### src/rtl/anc_frame_tx.sv
// anc_frame_tx: packs one ANC output sample and one Sn-Rn sample per strobe into a byte
// frame sent LSB-first as UART 8N1. Define ANC_TX_CSUM_EN to append a checksum byte.
module anc_frame_tx #(
  parameter int unsigned W1           = 24,
  parameter int unsigned CLKS_PER_BIT = 5,
  parameter logic [7:0]  HDR          = 8'hA5
) (
  input  logic          clkdv,
  input  logic          reset,
  input  logic          en,
  input  logic          sample_valid,
  input  logic [W1-1:0] ancin,
  input  logic [W1-1:0] xnin,
  output logic          txd,
  output logic          busy,
  output logic          frame_done,
  output logic [7:0]    drop_cnt
);

  localparam int unsigned SampBytes = W1 / 8;
`ifdef ANC_TX_CSUM_EN
  localparam int unsigned NumBytes  = 3 + 2 * SampBytes;
`else
  localparam int unsigned NumBytes  = 2 + 2 * SampBytes;
`endif
  localparam int unsigned RestW     = (NumBytes - 1) * 8;
  localparam int unsigned BaudW     = $clog2(CLKS_PER_BIT + 1);
  localparam int unsigned ByteW     = $clog2(NumBytes);

  localparam logic [BaudW-1:0] BaudLast  = BaudW'(CLKS_PER_BIT - 1);
  // The first start bit waits one extra cycle so it appears on the edge after capture.
  localparam logic [BaudW-1:0] BaudFirst = BaudW'(CLKS_PER_BIT);
  localparam logic [ByteW-1:0] ByteLast  = ByteW'(NumBytes - 1);

  typedef enum logic [2:0] {StIdle, StStart, StData, StStop, StDone} state_e;

  state_e           state;
  logic [BaudW-1:0] baud_cnt;
  logic [2:0]       bit_cnt;
  logic [ByteW-1:0] byte_cnt;
  logic [7:0]       shreg;
  logic [RestW-1:0] rest;
  logic [7:0]       seq;
  logic [RestW-1:0] capture_bytes;

`ifdef ANC_TX_CSUM_EN
  logic [7:0] csum;

  always_comb begin
    csum = seq;
    for (int i = 0; i < int'(SampBytes); i++) begin
      csum = csum + ancin[8*i +: 8] + xnin[8*i +: 8];
    end
  end

  assign capture_bytes = {seq, ancin, xnin, csum};
`else
  assign capture_bytes = {seq, ancin, xnin};
`endif

  always_ff @(posedge clkdv) begin
    if (reset) begin
      state      <= StIdle;
      txd        <= 1'b1;
      busy       <= 1'b0;
      frame_done <= 1'b0;
      drop_cnt   <= 8'd0;
      seq        <= 8'd0;
      baud_cnt   <= '0;
      bit_cnt    <= 3'd0;
      byte_cnt   <= '0;
      shreg      <= 8'd0;
      rest       <= '0;
    end else begin
      if (sample_valid && (busy || state == StDone) && drop_cnt != 8'hFF) begin
        drop_cnt <= drop_cnt + 8'd1;
      end

      unique case (state)
        StIdle: begin
          if (en && sample_valid) begin
            shreg    <= HDR;
            rest     <= capture_bytes;
            byte_cnt <= '0;
            baud_cnt <= BaudFirst;
            busy     <= 1'b1;
            state    <= StStart;
          end
        end
        StStart: begin
          txd <= 1'b0;
          if (baud_cnt == '0) begin
            txd      <= shreg[0];
            bit_cnt  <= 3'd0;
            baud_cnt <= BaudLast;
            state    <= StData;
          end else begin
            baud_cnt <= baud_cnt - BaudW'(1);
          end
        end
        StData: begin
          if (baud_cnt == '0) begin
            baud_cnt <= BaudLast;
            if (bit_cnt == 3'd7) begin
              txd   <= 1'b1;
              state <= StStop;
            end else begin
              bit_cnt <= bit_cnt + 3'd1;
              shreg   <= {1'b0, shreg[7:1]};
              txd     <= shreg[1];
            end
          end else begin
            baud_cnt <= baud_cnt - BaudW'(1);
          end
        end
        StStop: begin
          if (baud_cnt == '0) begin
            if (byte_cnt == ByteLast) begin
              frame_done <= 1'b1;
              busy       <= 1'b0;
              state      <= StDone;
            end else begin
              // Next byte starts immediately: no idle gap between bytes.
              byte_cnt <= byte_cnt + ByteW'(1);
              shreg    <= rest[RestW-1 -: 8];
              rest     <= {rest[RestW-9:0], 8'h00};
              txd      <= 1'b0;
              baud_cnt <= BaudLast;
              state    <= StStart;
            end
          end else begin
            baud_cnt <= baud_cnt - BaudW'(1);
          end
        end
        StDone: begin
          frame_done <= 1'b0;
          seq        <= seq + 8'd1;
          state      <= StIdle;
        end
        default: state <= StIdle;
      endcase
    end
  end

endmodule
### config.mk
export PLATFORM = sky130hd
export DESIGN_NAME = anc_frame_tx
export DESIGN_NICKNAME = d
export VERILOG_FILES = /design/src/rtl/anc_frame_tx.sv
export SDC_FILE = /design/constraint.sdc
export NUM_CORES = 1
export LEC_CHECK = 0
export CAP_MARGIN = 20
export CORE_ASPECT_RATIO = 1.75
export CORE_MARGIN = 2
export CORE_UTILIZATION = 49
export CTS_BUF_LIST = sky130_fd_sc_hd__clkbuf_8 sky130_fd_sc_hd__clkbuf_16
export DETAILED_ROUTE_END_ITERATION = 16
export GPL_TIMING_DRIVEN = 0
export PLACE_DENSITY_LB_ADDON = 0.08
export SLEW_MARGIN = 5
export SYNTH_ARGS = -nofsm -noshare
export SYNTH_HDL_FRONTEND = slang
export SYNTH_SLANG_ARGS = --single-unit
### constraint.sdc
create_clock -name clkdv -period 1.85 [get_ports clkdv]
set_input_delay 0.4625 -clock clkdv [delete_from_list [all_inputs] [get_ports clkdv]]
set_output_delay 0.4625 -clock clkdv [all_outputs]
set_load 0.01 [all_outputs]
==> metrics.yaml <==
placed_design:
  gp_congestion: 0.831
  postPlaceCellArea_um2: 5040
  dpl.cell_count: 696
  io_buffers: 61
  dp_hpwl_um: 8420
route:
  vias: 4070
  drc: 0
  drtPass1Iterations: 5
  wl_um: 11600
  ant_nets: 0
  viasPerCell: 5.64
  drtIter0Drc: 272
  wire_per_inst_um: 16.0
power:
  pwr-share-seq_pct: 39.0
  leakage_nw: 2.02
  p_sw_share_pct: 32.6
  power.total_mw: 6.70
  powerDensity_nw_per_um2: 1180
  internal_power_mw: 4.52
  power.switching_mw: 2.19
  p_comb_share_pct: 32.8
  ir_worst_vdd_uv: 671
  p_clk_share_pct: 28.2
timing:
  final_hold_viol_count: 0
  slew_violations: 0
  skew_ns: 0.00741
  holdWs_ns: 0.477
  worst_pin_slew_ns: 0.669
  final.setup.tns_ns: 0
  fmax_mhz: 553
  post-route-period-util_pct: 97.8
  layout_min_cycle_time_ns: 1.81
  setup_violations: 0
  relSlewSlack_pct: 55.4
floorplan:
  dieArea_um2: 9530
  rows: 45
  dieWidth_um: 74.7
  ios: 63
  core_um2: 8560
  fp.dieH_um: 128
  start_util_pct: 50.0
finish:
  final_cells: 722
  n_antenna_cell: 0
  area_growth_pct: 32.8
  final_layout_size_suffix_gt1_share_pct: 13.6
  num-fill-cells: 776
  fin_area_um2: 5690
  multi_input_area_um2: 2300
  register_area_um2: 1910
  layout.nets: 661
outcome:
  status: "finished, final reports clean"
global_route:
  grt_overflow: 0
  grt_usage_pct: 25.0
  grt_pass1_vias: 3996
  grt_max_degree: 17
  grt_pass1_wl_um: 18400
  antenna_found_initial: 0
cts:
  clock_latency_ns: 0.34
  cts.htree.levels: 3
  cts_tree: "built"
  cts_hold_buf: 0
  root_buffer: "clkbuf_16"
  cts_buffers: 9
  cts_sinks: 95
  clk_pin_slew_ns: 0.07
  clk_path_buf_depth: 2
synthesis:
  syn_inst: 518
  synth-main-ff-cell: "dfxtp_1"
  ys_warn_count: 0
  synthArstFlopShare_pct: 0
  synth-seq-cells: 95
  synth_nets: 579
  synth_largest_area_cell: "dfxtp_1"
  ys_seq_area_share_pct: 44.4
  synth.distinct_cells: 49
  synth_area_um2: 4280
  synth-edff-count: 0
  yosys.cell_count.top_type: "nand2_1"
  ys_top_cells_by_count: "109 x nand2_1, 95 x dfxtp_1, 73 x nor2_1, 49 x a311oi_1, 24 x a21oi_1"
  synth_top_area_share_pct: 44.4
  ys_top_cells_by_area: "dfxtp_1 44%, a311oi_1 10%, nand2_1 9.6%"
  avgSynthCellArea_um2: 8.26
setup_path:
  worstPathArrival_ns: 2.07
  crit_path_end_kind: "flip-flop"
  worst_path_max_delay_cell: "or4_1"
  required_ns: 2.12
  rrSetupSlack_ns: 0.04
  max_stage_delay_ns: 0.43
  crit_type: "reg2reg"
  cp-start-kind: "flip-flop"
  critPathMaxFanout: 8
  path_delay_family: "simple AND/OR/NAND/NOR gates"
  crit_chain: "nor2_2, ha_2, buf_6, a21boi_4, a31oi_4, or4_1, a21oi_1"
  path_buf_inv: 1
run:
  max-cap-violations: 0
min_path:
  hold_class: "reg2reg"
## layout by cell type (no fill, tap or decap), types with 7 or more instances in the layout
master,count
clkbuf_16,10
buf_6,8
nand3_1,7
o21ai_0,15
buf_2,8
buf_4,10
a21oi_1,22
nand2_1,109
or3_1,7
nor3_1,7
clkdlybuf4s50_1,60
clkbuf_1,13
nor2_1,72
a311oi_1,44
a22oi_1,10
mux2i_1,11
dfxtp_1,89
## per-stage QoR
stage | setup slack, ns | utilization (%)
finish | 0.0412 | 66.4
floorplan | 0.0539 | -
CTS | -0.0607 | 64.3
global route | -0.0287 | 66.4
detailed placement | -0.506 | 58.9
global placement | -0.461 | 58.9
## sequential cells by signal, summed over array words and instances (netlist names)
signal / count
baud_cnt: 3
bit_cnt: 3
busy: 1
byte_cnt: 3
drop_cnt: 8
frame_done: 1
rest: 56
seq: 8
shreg: 8
state: 3
txd: 1
## worst paths after layout
path / start / to / depth (start not counted)
worst max-delay path: baud_cnt[1] / shreg[6] / 7
worst min register to register: rest[35] / rest[43] / 2
worst max register to register: baud_cnt[1] / shreg[6] / 7
worst min-delay path: rest[35] / rest[43] / 2
## per-layer routing
layer | vias to the layer above | wire length, um | track usage (%)
li1 | 2008 | - | -
met1 | 1937 | 4390 | 25.4
met2 | 103 | 6510 | 47.1
met3 | 22 | 333 | 3.47
met4 | 0 | 346 | 13.0
met5 | - | 0 | 0
## final cells by class
cell class	instances	share of cell area, %
Clock inverter	6	1.19
Tap cell	117	2.57
Multi-Input combinational cell	375	40.4
Timing Repair Buffer	72	12.7
Inverter	6	0.396
Buffer	41	4.93
Clock buffer	10	4.20
Sequential cell	95	33.6
## worst reg2reg max path: stages (launching register included)
cell and delay, ns:
dfxtp_2 0.33, nor2_2 0.13, ha_2 0.20, buf_6 0.14
a21boi_4 0.21, a31oi_4 0.15, or4_1 0.44, a21oi_1 0.13
## cells by family after synthesis
kind of cell / count (synthesis) / share of synthesized area (%)
buf+inv: 48 / 5.00
fa+ha+maj: 9 / 2.63
flops: 95 / 44.4
xor+xnor: 7 / 1.43
compound gates: 120 / 20.8
simple gates: 228 / 23.2
mux: 11 / 2.57
## power groups by stage
stage          clock network (mW)  registers (mW)  logic [mW]
2_1_floorplan                   0            2.59        1.27
3_3_place_gp                    0            2.63        1.71
3_5_place_dp                    0            2.64        1.76
4_1_cts                      1.90            2.60        1.96
5_1_grt                      1.99            2.65        2.42
6_report                     1.89            2.62        2.20
## timing repair
| action | CTS | global route |
|---|---|---|
| buffers inserted | 2 | 6 |
| setup endpoints to repair | 70 | 79 |
| resized for setup | 35 | 33 |
| pin swaps | 3 | 19 |
| cloned | 1 | 2 |
(Power assumes the default switching activity.)
